**config.mk**
```make
export PLATFORM = sky130hd
export DESIGN_NAME = bht_ctrl_flat
export DESIGN_NICKNAME = d
export VERILOG_FILES = /design/src/rtl/bht_ctrl_pkg.sv /design/src/rtl/bht_ctrl_if.sv /design/src/rtl/bht_upd_fifo.sv /design/src/rtl/bht_ctrl.sv /design/src/flat_wrapper.sv
export SDC_FILE = /design/constraint.sdc
export NUM_CORES = 1
export LEC_CHECK = 0
export CORE_MARGIN = 10
export CORE_UTILIZATION = 45
export DETAILED_ROUTE_END_ITERATION = 6
export GPL_ROUTABILITY_DRIVEN = 1
export PLACE_DENSITY_LB_ADDON = 0.25
export SYNTH_ARGS = -nofsm -noshare
export SYNTH_HDL_FRONTEND = slang
export SYNTH_SLANG_ARGS = --single-unit
```
**constraint.sdc**
```tcl
create_clock -name clk -period 11.23 [get_ports clk]
set_input_delay 1.123 -clock clk [delete_from_list [all_inputs] [get_ports clk]]
set_output_delay 1.123 -clock clk [all_outputs]
set_load 0.02 [all_outputs]
```
**src/rtl/bht_ctrl_pkg.sv**
```systemverilog
// Shared types and sizing helpers for the BHT update scheduler.
package bht_ctrl_pkg;

    localparam int unsigned PC_W           = 32;
    localparam int unsigned ADDR_WIDTH_DEF = 10;
    localparam int unsigned DATA_WIDTH_DEF = 5;
    localparam int unsigned FIFO_DEPTH_DEF = 4;

    typedef struct packed {
        logic [PC_W-1:0] pc;
        logic            taken;
    } bht_upd_t;

    typedef enum logic {S_CLEAR, S_RUN} bht_ctrl_state_e;

    // Counter width able to index n values; never below one bit.
    function automatic int unsigned width_of(input int unsigned n);
        return (n <= 1) ? 1 : $clog2(n);
    endfunction

endpackage

```
**src/rtl/bht_ctrl_if.sv**
```systemverilog
// Update requesters, BHT write port and status of the BHT update scheduler.
interface bht_ctrl_if;
    import bht_ctrl_pkg::*;

    logic            flush_i;
    logic            upd0_valid_i;
    logic            upd0_ready_o;
    logic [PC_W-1:0] upd0_pc_i;
    logic            upd0_taken_i;
    logic            upd1_valid_i;
    logic            upd1_ready_o;
    logic [PC_W-1:0] upd1_pc_i;
    logic            upd1_taken_i;
    logic            bht_we_o;
    logic [PC_W-1:0] bht_wpc_o;
    logic            bht_taken_o;
    logic            busy_o;

    modport slave (
        input  flush_i,
        input  upd0_valid_i, upd0_pc_i, upd0_taken_i,
        input  upd1_valid_i, upd1_pc_i, upd1_taken_i,
        output upd0_ready_o, upd1_ready_o,
        output bht_we_o, bht_wpc_o, bht_taken_o, busy_o
    );

    modport master (
        output flush_i,
        output upd0_valid_i, upd0_pc_i, upd0_taken_i,
        output upd1_valid_i, upd1_pc_i, upd1_taken_i,
        input  upd0_ready_o, upd1_ready_o,
        input  bht_we_o, bht_wpc_o, bht_taken_o, busy_o
    );

endinterface

```
**src/rtl/bht_upd_fifo.sv**
```systemverilog
// Two-write/one-read FIFO of BHT updates; write port 0 lands ahead of port 1.
module bht_upd_fifo
    import bht_ctrl_pkg::*;
#(
    parameter  int unsigned DEPTH = FIFO_DEPTH_DEF,
    localparam int unsigned PTR_W = width_of(DEPTH),
    localparam int unsigned CNT_W = PTR_W + 1
) (
    input  logic             clk,
    input  logic             rst_n,
    input  logic             clr_i,
    input  logic             push0_i,
    input  logic             push1_i,
    input  bht_upd_t         data0_i,
    input  bht_upd_t         data1_i,
    input  logic             pop_i,
    output bht_upd_t         head_o,
    output logic             empty_o,
    output logic [CNT_W-1:0] free_o
);

    bht_upd_t         mem_q [DEPTH];
    bht_upd_t         mem_d [DEPTH];
    logic [PTR_W-1:0] wr_ptr_q, wr_ptr_d;
    logic [PTR_W-1:0] rd_ptr_q, rd_ptr_d;
    logic [CNT_W-1:0] cnt_q, cnt_d;

    always_comb begin
        mem_d    = mem_q;
        wr_ptr_d = wr_ptr_q;
        rd_ptr_d = rd_ptr_q;
        cnt_d    = cnt_q;
        if (clr_i) begin
            wr_ptr_d = '0;
            rd_ptr_d = '0;
            cnt_d    = '0;
        end else begin
            if (push0_i) begin
                mem_d[wr_ptr_d] = data0_i;
                wr_ptr_d        = wr_ptr_d + PTR_W'(1);
            end
            if (push1_i) begin
                mem_d[wr_ptr_d] = data1_i;
                wr_ptr_d        = wr_ptr_d + PTR_W'(1);
            end
            if (pop_i) rd_ptr_d = rd_ptr_q + PTR_W'(1);
            cnt_d = cnt_q + CNT_W'(push0_i) + CNT_W'(push1_i) - CNT_W'(pop_i);
        end
    end

    always_ff @(posedge clk) begin
        if (!rst_n) begin
            wr_ptr_q <= '0;
            rd_ptr_q <= '0;
            cnt_q    <= '0;
        end else begin
            wr_ptr_q <= wr_ptr_d;
            rd_ptr_q <= rd_ptr_d;
            cnt_q    <= cnt_d;
        end
    end

    // Payload storage needs no reset; occupancy guards every read.
    always_ff @(posedge clk) begin
        mem_q <= mem_d;
    end

    assign head_o  = mem_q[rd_ptr_q];
    assign empty_o = (cnt_q == '0);
    assign free_o  = CNT_W'(DEPTH) - cnt_q;

endmodule

```
**src/rtl/bht_ctrl.sv**
```systemverilog
// BHT update scheduler: zero-clears every history after reset/flush, then serialises
// two-pipe updates into the single BHT write port. BHT_CTRL_BYPASS_EN adds pipe0 bypass.
module bht_ctrl
    import bht_ctrl_pkg::*;
#(
    parameter int unsigned ADDR_WIDTH = ADDR_WIDTH_DEF,
    parameter int unsigned DATA_WIDTH = DATA_WIDTH_DEF,
    parameter int unsigned FIFO_DEPTH = FIFO_DEPTH_DEF
) (
    input logic         clk,
    input logic         rst_n,
    bht_ctrl_if.slave   bus
);

    localparam int unsigned SHIFT_W = width_of(DATA_WIDTH);
    localparam int unsigned CNT_W   = $clog2(FIFO_DEPTH) + 1;
    localparam int unsigned PAD_W   = PC_W - ADDR_WIDTH - 3;

    bht_ctrl_state_e    state_q, state_d;
    logic [ADDR_WIDTH-1:0] idx_q, idx_d;
    logic [SHIFT_W-1:0]    shift_q, shift_d;

    bht_upd_t         upd0, upd1, head;
    logic             fifo_clr, push0, push1, pop, empty;
    logic [CNT_W-1:0] free;
    logic             acc0, acc1, byp;
    logic             we_c, taken_c, ready0_c, ready1_c, busy_c;
    logic [PC_W-1:0]  wpc_c;

    assign upd0 = '{pc: bus.upd0_pc_i, taken: bus.upd0_taken_i};
    assign upd1 = '{pc: bus.upd1_pc_i, taken: bus.upd1_taken_i};

    bht_upd_fifo #(.DEPTH(FIFO_DEPTH)) u_fifo (
        .clk     (clk),
        .rst_n   (rst_n),
        .clr_i   (fifo_clr),
        .push0_i (push0),
        .push1_i (push1),
        .data0_i (upd0),
        .data1_i (upd1),
        .pop_i   (pop),
        .head_o  (head),
        .empty_o (empty),
        .free_o  (free)
    );

    always_comb begin
        state_d  = state_q;
        idx_d    = idx_q;
        shift_d  = shift_q;
        we_c     = 1'b0;
        wpc_c    = '0;
        taken_c  = 1'b0;
        ready0_c = 1'b0;
        ready1_c = 1'b0;
        busy_c   = 1'b1;
        fifo_clr = 1'b0;
        push0    = 1'b0;
        push1    = 1'b0;
        pop      = 1'b0;
        acc0     = 1'b0;
        acc1     = 1'b0;
        byp      = 1'b0;
        if (rst_n) begin
            fifo_clr = bus.flush_i;
            case (state_q)
                S_CLEAR: begin
                    we_c  = 1'b1;
                    wpc_c = {{PAD_W{1'b0}}, idx_q, 3'b000};
                    if (bus.flush_i) begin
                        idx_d   = '0;
                        shift_d = '0;
                    end else if (shift_q == SHIFT_W'(DATA_WIDTH - 1)) begin
                        shift_d = '0;
                        idx_d   = idx_q + ADDR_WIDTH'(1);
                        if (idx_q == {ADDR_WIDTH{1'b1}}) state_d = S_RUN;
                    end else begin
                        shift_d = shift_q + SHIFT_W'(1);
                    end
                end
                S_RUN: begin
                    busy_c = 1'b0;
                    if (bus.flush_i) begin
                        state_d = S_CLEAR;
                        idx_d   = '0;
                        shift_d = '0;
                    end else begin
                        ready0_c = (free >= CNT_W'(1));
                        ready1_c = (free >= CNT_W'(2));
                        acc0     = bus.upd0_valid_i & ready0_c;
                        acc1     = bus.upd1_valid_i & ready1_c;
`ifdef BHT_CTRL_BYPASS_EN
                        byp      = empty & acc0;
`endif
                        push1 = acc1;
                        if (byp) begin
                            we_c    = 1'b1;
                            wpc_c   = upd0.pc;
                            taken_c = upd0.taken;
                        end else begin
                            push0 = acc0;
                            if (!empty) begin
                                we_c    = 1'b1;
                                wpc_c   = head.pc;
                                taken_c = head.taken;
                                pop     = 1'b1;
                            end
                        end
                    end
                end
                default: state_d = S_CLEAR;
            endcase
        end
    end

    always_ff @(posedge clk) begin
        if (!rst_n) begin
            state_q <= S_CLEAR;
            idx_q   <= '0;
            shift_q <= '0;
        end else begin
            state_q <= state_d;
            idx_q   <= idx_d;
            shift_q <= shift_d;
        end
    end

    assign bus.bht_we_o     = we_c;
    assign bus.bht_wpc_o    = wpc_c;
    assign bus.bht_taken_o  = taken_c;
    assign bus.upd0_ready_o = ready0_c;
    assign bus.upd1_ready_o = ready1_c;
    assign bus.busy_o       = busy_c;

endmodule

```
**src/flat_wrapper.sv**
```systemverilog
// flat-port wrapper written by rule: the top's interface ports become plain ports
module bht_ctrl_flat import bht_ctrl_pkg::*;
#(
    parameter int unsigned ADDR_WIDTH = ADDR_WIDTH_DEF,
    parameter int unsigned DATA_WIDTH = DATA_WIDTH_DEF,
    parameter int unsigned FIFO_DEPTH = FIFO_DEPTH_DEF
)
  (clk, rst_n, bus_flush_i, bus_upd0_valid_i, bus_upd0_pc_i, bus_upd0_taken_i, bus_upd1_valid_i, bus_upd1_pc_i, bus_upd1_taken_i, bus_upd0_ready_o, bus_upd1_ready_o, bus_bht_we_o, bus_bht_wpc_o, bus_bht_taken_o, bus_busy_o);
  bht_ctrl_if bus_i ();
  input logic clk;
  input logic rst_n;
  input wire logic [$bits(bus_i.flush_i)-1:0] bus_flush_i;
  input wire logic [$bits(bus_i.upd0_valid_i)-1:0] bus_upd0_valid_i;
  input wire logic [$bits(bus_i.upd0_pc_i)-1:0] bus_upd0_pc_i;
  input wire logic [$bits(bus_i.upd0_taken_i)-1:0] bus_upd0_taken_i;
  input wire logic [$bits(bus_i.upd1_valid_i)-1:0] bus_upd1_valid_i;
  input wire logic [$bits(bus_i.upd1_pc_i)-1:0] bus_upd1_pc_i;
  input wire logic [$bits(bus_i.upd1_taken_i)-1:0] bus_upd1_taken_i;
  output wire logic [$bits(bus_i.upd0_ready_o)-1:0] bus_upd0_ready_o;
  output wire logic [$bits(bus_i.upd1_ready_o)-1:0] bus_upd1_ready_o;
  output wire logic [$bits(bus_i.bht_we_o)-1:0] bus_bht_we_o;
  output wire logic [$bits(bus_i.bht_wpc_o)-1:0] bus_bht_wpc_o;
  output wire logic [$bits(bus_i.bht_taken_o)-1:0] bus_bht_taken_o;
  output wire logic [$bits(bus_i.busy_o)-1:0] bus_busy_o;
  assign bus_i.flush_i = bus_flush_i;
  assign bus_i.upd0_valid_i = bus_upd0_valid_i;
  assign bus_i.upd0_pc_i = bus_upd0_pc_i;
  assign bus_i.upd0_taken_i = bus_upd0_taken_i;
  assign bus_i.upd1_valid_i = bus_upd1_valid_i;
  assign bus_i.upd1_pc_i = bus_upd1_pc_i;
  assign bus_i.upd1_taken_i = bus_upd1_taken_i;
  assign bus_upd0_ready_o = bus_i.upd0_ready_o;
  assign bus_upd1_ready_o = bus_i.upd1_ready_o;
  assign bus_bht_we_o = bus_i.bht_we_o;
  assign bus_bht_wpc_o = bus_i.bht_wpc_o;
  assign bus_bht_taken_o = bus_i.bht_taken_o;
  assign bus_busy_o = bus_i.busy_o;
  bht_ctrl #(.ADDR_WIDTH(ADDR_WIDTH), .DATA_WIDTH(DATA_WIDTH), .FIFO_DEPTH(FIFO_DEPTH)) u_core (.clk(clk), .rst_n(rst_n), .bus(bus_i));
endmodule
```
======== Word-level counts from Yosys, hierarchy flattened ========
Cells that the tools add are included.
operators by class
  $add $sub $neg .......................... 9
  magnitude comparators ................... 7
  equality and inequality tests ........... 4
  multiplexer cells ....................... 57
  bitwise gates (word level) .............. 7
  reduce and logical (&&, ||, !) cells .... 5
operators by type and width
  kind                                                               number
  two-way mux 132 bit                                                3
  bitwise mux 132 bit                                                2
  demux 33 bit (select 2 bit)                                        2
  two-way mux 33 bit                                                 4
  two-way mux 32 bit                                                 3
  binary-select mux 33 bit (select 2 bit)                            1
  case mux 32 bit (2 select lines)                                   1
  two-way mux 10 bit                                                 3
  two-way mux 1 bit                                                  28
  case mux 10 bit (2 select lines)                                   1
  adder 10 x 1 -> 10 bit, second input constant                      1
  equality test 10 bit, second input constant                        1
  greater-or-equal comparator 3 bit, second input constant           3
  two-way mux 3 bit                                                  3
  NOT 2 -> 3 bit                                                     3
  adder 2 x 1 -> 2 bit, second input constant                        3
  adder 3 x 1 -> 3 bit                                               2
  < comparator 3 x 1 -> 1 bit, second input constant                 2
  two-way mux 2 bit                                                  3
  case mux 3 bit (2 select lines)                                    1
  case mux 1 bit (2 select lines)                                    2
  adder 3 x 1 -> 3 bit, second input constant                        1
  equality test 3 bit, second input constant                         1
  greater-or-equal comparator 3 x 1 -> 1 bit, second input constant  1
  11 further kinds                                                   14
storage, ports and cells
  bits in registers ....................... 153
  input bits .............................. 71
  output and inout bits ................... 37
  logic and storage cells ................. 103

======== Depth between registers and ports, before layout ========
Gate-level depths: netlist of the first run.
  word-level depth ........................ 15
  gate-level depth with buffers ........... 14
  depth with buffers taken out ............ 12

======== Hierarchy ========
Synthesis of the first run repeated with hierarchy kept, for this count alone.
second synthesis, totals
  cell total of the unflattened synthesis .. 670
  area total of the unflattened synthesis .. 9,686.8 sq um
modules (own cells, without submodules)
  module        times used  cells an instance  area each (sq um)  sequential area each (sq um)
  bht_upd_fifo  1           524                8,600.7            4,103.9
  bht_ctrl      1           146                1,086.0            280.3

======== Least setup slack after synthesis of the first run ========
Ideal clock, no wire load.
  path type ............................... input to register
  from .................................... input port rst_n
  to ...................................... register u_core.u_fifo.mem_q[0] (netlist bit), enable pin
  library setup time ...................... 1.144 ns
  arrival ................................. 3.513 ns
  required time ........................... 10.086 ns
  setup slack ............................. 6.573 ns
  stages on the path ...................... 2
  cells stage by stage .................... clkbuf_1 nand2_1
between the ends
  cells in the longest elaborated chain, start to end .. 1
ends and longest elaborated chain
  element               line                text
  start, declared       flat_wrapper.sv:11  input logic rst_n;
  two-way mux 1 bit     bht_ctrl.sv:64      if (rst_n) begin
  end signal, assigned  bht_upd_fifo.sv:65  mem_q <= mem_d;
  end, declared         bht_upd_fifo.sv:22  bht_upd_t mem_q [DEPTH];
No other way between the ends.
A chain may end at the register's enable or synchronous reset.

======== Worst setup path in the final report of the first run ========
  from .................................... input port rst_n
  to ...................................... output port bus_bht_wpc_o[24]
between the ends
  cells in the longest elaborated chain, start to end .. 1
ends and longest elaborated chain
  element             line                text
  two-way mux 32 bit  bht_ctrl.sv:64
  end, declared       flat_wrapper.sv:22  output wire logic [$bits(bus_i.bht_wpc_o)-1:0] bus_bht_wpc_o;
No other way between the ends.

==> impl_metrics.tcl, run 1 <==
set metrics [dict create \
    numClockSinks 153 \
    final_cells 1221 \
    ant_nets 0 \
    yosys.area.top_type_share 0.433 \
    cp_num_buf_inv 3 \
    cts.repair.resized 0 \
    hold_buffers 0 \
    place_inst 1189 \
    ys_top_cells_by_area "edfxtp_1 43%, a2bb2oi_1 9.5%, a21oi_1 9.2%" \
    crit_type "in2out" \
    yosysUniqueCellTypes 42 \
    grt.overflow.total 0 \
    die_w_um 163 \
    cpLargestDelayFamily "buffers and inverters" \
    cts_setup_buffers 0 \
    drive_above_1_share 0.102 \
    top_layer_used "met4" \
    wire_per_inst_um 22.6 \
    fmax_ghz 0.213 \
    grt_use_total 0.206 \
    routed_wl_mm 27.6 \
    final_hold_viol_count 0 \
    end_kind "primary output" \
    status "finished clean" \
    wl_met3_mm 2.20 \
    first_global_vias 7314 \
    hpwl_mm 15.9 \
    fp.coreArea_um2 20100 \
    met2_length_mm 13.1 \
    yosysTopAreaCell "edfxtp_1" \
    globalplace.congestion 0.799 \
    crit_required_ns 10.11 \
    rsz0062_at_grt "no" \
    met1Wirelength_mm 11.8 \
    yosysSeqAreaShare 0.479 \
    io_pins 108 \
    crit_chain "clkdlybuf4s50_1 > nor4bb_4 > buf_4 > and2_1 > clkdlybuf4s50_1" \
    cts_buffer_depth 2 \
    synth.avg_cell_area_um2 10.5 \
    tightest_slew_ns 1.10 \
    fin_nets 1027 \
    clock_skew_ns 0.00807 \
    grt_start_max_net_pins 71 \
    vias_per_cell 6.06 \
    critPathLaunchType "primary input" \
    synth.yosys.warnings 0 \
    dieArea_um2 26400 \
    fin_util 0.541 \
    cts_tree "yes" \
    setup_tns_ns 0 \
    clk_pin_slew_ns 0.06 \
    max_stage_delay_ns 0.80 \
    post-route-period-util 0.417 \
    start_util 0.455 \
    leakagePower_nw 4.16 \
    arrival_ns 3.56 \
    cp_common_cell "clkdlybuf4s50_1" \
    initialDrtViolationCount 594 \
    post-route-min-period_ns 4.69 \
    synth_edf_count 132 \
    vias 7399 \
    numPortBuffers 107 \
    setup_viol 0 \
    async_reset_ff_frac 0 \
    hold_path_class "reg2reg" \
    drv_slew 0 \
    dieHeight_um 163 \
    irDropWorstVdd_mv 0.158 \
    synth_seq_cells 153 \
    power-per-cell-area_nw_per_um2 136 \
    synthTopCellsByCount "168 x a21oi_1, 149 x nand2_1, 132 x edfxtp_1, 99 x a2bb2oi_1, 49 x nor2_1" \
    power_mw 1.48 \
    cts_buffers 17 \
    drv_cap 0 \
    slew_headroom 0.270 \
    synthCells 869 \
    drtPass1Iterations 5 \
    antenna_found_initial 1 \
    rows 52 \
    cts-root-buf "clkbuf_16" \
    clk_latency_ns 0.43 \
    cts_max_level 4 \
    drc 0 \
    path_max_fanout 23 \
    syn2layout_area_growth_pct 18.8 \
    synthFlopType "edfxtp_1" \
    grt_pass1_wl_mm 42.4 \
    synth.net_count 958 \
    yosys.cell_count.top_type "a21oi_1" \
    syn-cell-area_um2 9150 \
    critPathSlowestCell "clkdlybuf4s50_1" \
]
## path summary, 6_finish.rpt
kind | start | end | cells after the start | slack [ns]
max | rst_n | bus_bht_wpc_o[24] | 5 | 6.54
min | u_core.shift_q[1]$_SDFFE_PN0P_ | u_core.shift_q[1]$_SDFFE_PN0P_ | 2 | 0.50
max reg2reg | u_core.u_fifo.cnt_q[1]$_SDFF_PP0_ | u_core.u_fifo.mem_q[17]$_DFFE_PN_ | 11 | 7.44
min reg2reg | u_core.shift_q[1]$_SDFFE_PN0P_ | u_core.shift_q[1]$_SDFFE_PN0P_ | 2 | 0.50
## worst register-to-register path, cell delays in order, from the launching register on
cell,delay (ns)
dfxtp_1,0.39
inv_1,0.10
ha_1,0.21
ha_1,0.28
or4b_4,0.52
nand2_1,0.18
mux2i_1,0.37
inv_1,0.11
ha_1,0.22
nand2_1,0.62
buf_4,0.44
a2bb2oi_1,0.20
## through the flow
stage	worst slack, ns	hold WS (ns)	cell area [um^2]
after floorplan	6.57	0.458	9150
after global placement	6.58	0.474	10200
after detailed placement	6.54	0.480	10200
after CTS	6.52	0.497	10900
after global routing	6.38	0.523	10900
final	6.54	0.495	10900
## flip-flops by register name, summed over array words and instances, names as in the netlist
signal / cells
u_core.state_q: 1
u_core.u_fifo.cnt_q: 3
u_core.u_fifo.wr_ptr_q: 2
u_core.u_fifo.mem_q: 132
u_core.idx_q: 10
u_core.shift_q: 3
u_core.u_fifo.rd_ptr_q: 2
## power breakdown
part / switching [mW] / leakage, nW / internal, mW / total, mW
sequential: 0.0278 / 1.52 / 0.687 / 0.714
clock: 0.236 / 0.306 / 0.392 / 0.628
combinational: 0.0623 / 2.33 / 0.0749 / 0.137
## cells in the final DEF, fill, tap and decap left out, types with 19 or more instances in the layout
cell	count
a2bb2oi_1	99
nand2_1	148
nor2b_1	19
mux4_2	33
buf_4	19
edfxtp_1	132
and2_1	27
clkdlybuf4s50_1	107
a21oi_1	168
dfxtp_1	19
nor2_1	49
## per-layer routing
| layer | vias to the layer above | GRT usage |
|---|---|---|
| li1 | 3362 | - |
| met1 | 3623 | 0.274 |
| met2 | 376 | 0.332 |
| met3 | 38 | 0.0430 |
| met4 | 0 | 0.0607 |
| met5 | - | 0 |
## final cells by class
class,instances,area [um^2]
fill,1748,9230
sequential,153,4390
multi-input combinational,628,4260
timing repair buffer,126,1210
clock buffer,18,429
tap,270,338
clock inverter,13,199
inverter,12,45.0
antenna,1,2.50
## kinds of logic after synthesis
logic type	count (synthesis)	share of synthesized area
AO/OA/AOI/OAI	286	0.202
AND/OR/NAND/NOR	276	0.139
flip-flops	153	0.479
buffers and inverters	88	0.0578
multiplexers	35	0.0834
adder cells (fa/ha/maj)	18	0.0263
XOR/XNOR	13	0.0124
Note: power is estimated with default switching activity, not from simulation.
==> inputs of run 2 (changes only) <==
clock period = 4.7 ns   (was 11.23 ns; I/O delays follow)
==> impl_metrics.tcl, run 2 (synthesis results as in run 1) <==
set metrics [dict create \
    status "finished clean" \
    clk_pin_slew_ns 0.06 \
    worst_slack_ns 0.969 \
    tightest_slew_ns 1.07 \
    fmax_ghz 0.268 \
    antenna_found_initial 0 \
    critPathLaunchType "register" \
    vias_per_cell 6.04 \
    top_register "u_core.u_fifo.mem_q" \
    fillers 1746 \
    holdWs_ns 0.490 \
    rows 52 \
    post-route-min-period_ns 3.73 \
    vias 7412 \
    drv_slew 0 \
    largestRegisters "u_core.u_fifo.mem_q (132), u_core.idx_q (10)" \
    drc 0 \
    power-per-cell-area_nw_per_um2 312 \
    dieHeight_um 163 \
    globalplace.congestion 0.799 \
    syn2layout_area_growth_pct 18.9 \
    setup_viol 0 \
    drive_above_1_share 0.108 \
    ant_nets 0 \
    grt_pass1_wl_mm 43.0 \
    routed_wl_mm 27.7 \
    clock_skew_ns 0.00760 \
    initialDrtViolationCount 738 \
    num_antenna_cells 0 \
    crit_type "reg2out" \
    post-route-period-util 0.794 \
    first_global_vias 7543 \
    final_cells 1228 \
    rsz0062_at_grt "no" \
    fp.coreArea_um2 20100 \
    place_inst 1196 \
    final_cell_mix "168 x a21oi_1, 148 x nand2_1, 132 x edfxtp_1" \
    wire_per_inst_um 22.5 \
    drv_cap 0 \
    cts_buffer_depth 2 \
    leakagePower_nw 4.15 \
    clk_latency_ns 0.43 \
    dieArea_um2 26400 \
    fin_nets 1034 \
    grt_start_max_net_pins 61 \
    power_mw 3.39 \
    setup_tns_ns 0 \
    grt.overflow.total 0 \
    end_kind "primary output" \
    die_w_um 163 \
    crit_required_ns 4.23 \
    grt_use_total 0.206 \
    slew_headroom 0.289 \
    cts_tree "yes" \
    numClockSinks 153 \
    hold_buffers 0 \
    drtPass1Iterations 5 \
    cts_buffers 17 \
    final_common_cell "a21oi_1" \
    cts.repair.resized 0 \
    cts_max_level 4 \
    cts-root-buf "clkbuf_16" \
    io_pins 108 \
    hold_path_class "reg2reg" \
    path_max_fanout 21 \
    irDropWorstVdd_mv 0.220 \
    numPortBuffers 107 \
    final_hold_viol_count 0 \
    hpwl_mm 16.7 \
    arrival_ns 3.26 \
    cts_setup_buffers 0 \
    dp_slack_ns 0.939 \
    start_util 0.455 \
    largest_reg_flops 132 \
]
[run 2: path summary, 6_finish.rpt]
kind                            depth (start not counted)                                 to                         startpoint  slack [ns]
worst min register to register                          2     u_core.shift_q[1]$_SDFFE_PN0P_     u_core.shift_q[1]$_SDFFE_PN0P_        0.49
worst min-delay path                                    2     u_core.shift_q[1]$_SDFFE_PN0P_     u_core.shift_q[1]$_SDFFE_PN0P_        0.49
worst max-delay path                                    7                    bus_bht_taken_o  u_core.u_fifo.cnt_q[1]$_SDFF_PP0_        0.97
worst max register to register                         12  u_core.u_fifo.mem_q[46]$_DFFE_PN_  u_core.u_fifo.cnt_q[1]$_SDFF_PP0_        1.13
[run 2: per-layer routing]
metal  routed length [um]  global-route usage  vias up
li1                     -                   -     3374
met1                11800               0.271     3634
met2                13000               0.331      369
met3                 2330              0.0501       35
met4                  538              0.0639        0
met5                    0                   0        -
[run 2: worst max-delay path: stages, from the launching register on]
cell	delay (ns)
dfxtp_1	0.39
inv_1	0.09
ha_1	0.20
ha_1	0.27
nor4bb_4	0.59
buf_4	0.40
and2_1	0.25
clkdlybuf4s50_1	0.63
[run 2: final cells by class]
| cell class | instances | area [um^2] | area share |
|---|---|---|---|
| clock inverters | 13 | 126 | 0.0116 |
| multi-input cells | 628 | 4260 | 0.391 |
| repair buffers | 133 | 1290 | 0.119 |
| flip-flops and latches | 153 | 4390 | 0.403 |
| well taps | 270 | 338 | 0.0311 |
| inverters | 12 | 45.0 | 0.00414 |
| clock buffers | 19 | 433 | 0.0398 |
[run 2: per-stage QoR]
step | utilization | cell area [um^2]
global placement | 0.513 | 10300
global route | 0.541 | 10900
CTS | 0.541 | 10900
detailed placement | 0.513 | 10300
floorplan | - | 9150
finish | 0.541 | 10900
[run 2: where the power goes]
group	leakage (nW)	switching, mW	internal (mW)	total (mW)
registers	1.52	0.0661	1.64	1.71
clock network	0.262	0.577	0.775	1.35
logic	2.37	0.151	0.181	0.332
==> inputs of run 3 (changes only) <==
clock period = 3.2 ns   (was 4.7 ns; I/O delays follow)
==> impl_metrics.tcl, run 3 (synthesis results as in run 1) <==
set metrics [dict create \
    status "finished clean" \
    cts_buffers 17 \
    globalplace.congestion 0.807 \
    crit_type "reg2out" \
    clk_pin_slew_ns 0.06 \
    seq_area_um2 4390 \
    irDropWorstVdd_mv 0.381 \
    cts-root-buf "clkbuf_16" \
    arrival_ns 2.74 \
    cp_num_buf_inv 3 \
    top_register "u_core.u_fifo.mem_q" \
    fillers 1750 \
    slew_headroom 0.498 \
    final_common_cell "a21oi_1" \
    vias 7491 \
    fp.coreArea_um2 20100 \
    leakagePower_nw 4.48 \
    die_w_um 163 \
    drv_cap 0 \
    initialDrtViolationCount 779 \
    clk_latency_ns 0.43 \
    max_stage_delay_ns 0.54 \
    numPortBuffers 107 \
    power-per-cell-area_nw_per_um2 467 \
    drtPass1Iterations 5 \
    fmax_ghz 0.327 \
    grt.busiest_layer "met2" \
    setup_tns_ns 0 \
    use_met1 0.267 \
    drv_slew 0 \
    grt_start_max_net_pins 56 \
    drive_above_1_share 0.127 \
    path_max_fanout 9 \
    cts_tree "yes" \
    post-route-min-period_ns 3.06 \
    vias_per_cell 6.03 \
    io_pins 108 \
    clock_skew_ns 0.00918 \
    cpLargestDelayFamily "buffers and inverters" \
    cts_buffer_depth 2 \
    crit_chain "inv_1 > ha_1 > ha_1 > or4b_4 > buf_4 > and3_2 > clkdlybuf4s50_1" \
    largestRegisters "u_core.u_fifo.mem_q (132), u_core.idx_q (10)" \
    hold_path_class "reg2reg" \
    critPathSlowestCell "clkdlybuf4s50_1" \
    hold_buffers 0 \
    hpwl_mm 16.8 \
    rsz0062_at_grt "no" \
    use_met3 0.0478 \
    fin_nets 1049 \
    holdWs_ns 0.495 \
    cts_max_level 4 \
    antenna_found_initial 0 \
    post-route-period-util 0.956 \
    cp_common_cell "ha_1" \
    crit_required_ns 2.88 \
    grt_use_total 0.208 \
    final_hold_viol_count 0 \
    routed_wl_mm 27.7 \
    multiInputGateArea_um2 4270 \
    grt.overflow.total 0 \
    num_antenna_cells 0 \
    wire_per_inst_um 22.3 \
    rows 52 \
    met2_usage 0.347 \
    power_mw 5.24 \
    dieHeight_um 163 \
    dieArea_um2 26400 \
    syn2layout_area_growth_pct 22.5 \
    setup_viol 0 \
    tightest_slew_ns 0.754 \
    first_global_vias 7590 \
    numClockSinks 153 \
    critPathLaunchType "register" \
    grt_pass1_wl_mm 43.3 \
    ant_nets 0 \
    start_util 0.455 \
    end_kind "primary output" \
    final_cell_mix "168 x a21oi_1, 148 x nand2_1, 132 x edfxtp_1" \
    drc 0 \
    largest_reg_flops 132 \
]
[run 3: where the power goes]
| group | internal, mW | total [mW] | switching [mW] | leakage (nW) |
|---|---|---|---|---|
| clock | 1.42 | 2.24 | 0.825 | 0.324 |
| combinational | 0.269 | 0.489 | 0.220 | 2.63 |
| sequential | 2.41 | 2.50 | 0.0966 | 1.52 |
| total | 4.09 | 5.24 | 1.14 | 4.48 |
[run 3: final cells by class]
cell class                 instances  area share
sequential                       153       0.391
multi-input combinational        628       0.380
timing repair buffer             148       0.135
clock buffer                      23      0.0444
tap                              270      0.0301
clock inverter                     9      0.0143
inverter                          12     0.00402
[run 3: metrics by stage]
step / cell area [um^2] / std cells / utilization / setup slack [ns]
after CTS: 11200 / 1243 / 0.557 / 0.00708
after global routing: 11200 / 1243 / 0.558 / 0.00735
after global placement: 10500 / 1210 / 0.524 / 0.177
after detailed placement: 10500 / 1210 / 0.524 / 0.104
after floorplan: 9150 / 869 / - / 0.0851
final: 11200 / 1243 / 0.558 / 0.139
[run 3: worst register-to-register path, cell delays in order (launching register included)]
cell and delay [ns]:
dfxtp_1 0.37, inv_1 0.10, ha_1 0.19, ha_1 0.27, or3b_1 0.36, and2_1 0.20, inv_2 0.10, ha_1 0.25
fa_1 0.42, inv_1 0.09, fa_1 0.42, and2_1 0.15
[run 3: final timing paths]
path / slack [ns] / end / startpoint / depth (start not counted)
setup / recovery: 0.14 / bus_upd0_ready_o / u_core.u_fifo.cnt_q[0]$_SDFF_PP0_ / 7
hold / removal: 0.50 / u_core.shift_q[1]$_SDFFE_PN0P_ / u_core.shift_q[1]$_SDFFE_PN0P_ / 2
setup reg to reg: 0.18 / u_core.u_fifo.cnt_q[1]$_SDFF_PP0_ / u_core.u_fifo.cnt_q[0]$_SDFF_PP0_ / 11
hold reg to reg: 0.50 / u_core.shift_q[1]$_SDFFE_PN0P_ / u_core.shift_q[1]$_SDFFE_PN0P_ / 2
[run 3: per-layer routing]
layer | vias up | share of wire
met5 | - | 0
met4 | 0 | 0.013
li1 | 3409 | -
met2 | 419 | 0.48
met3 | 30 | 0.10
met1 | 3633 | 0.41
[run 3: what timing repair did]
action / in CTS / in global routing
gates resized for setup: 2 / 10
endpoints found under the setup margin: 3 / 32
setup buffers: 1 / 0
pin swaps: 1 / 1
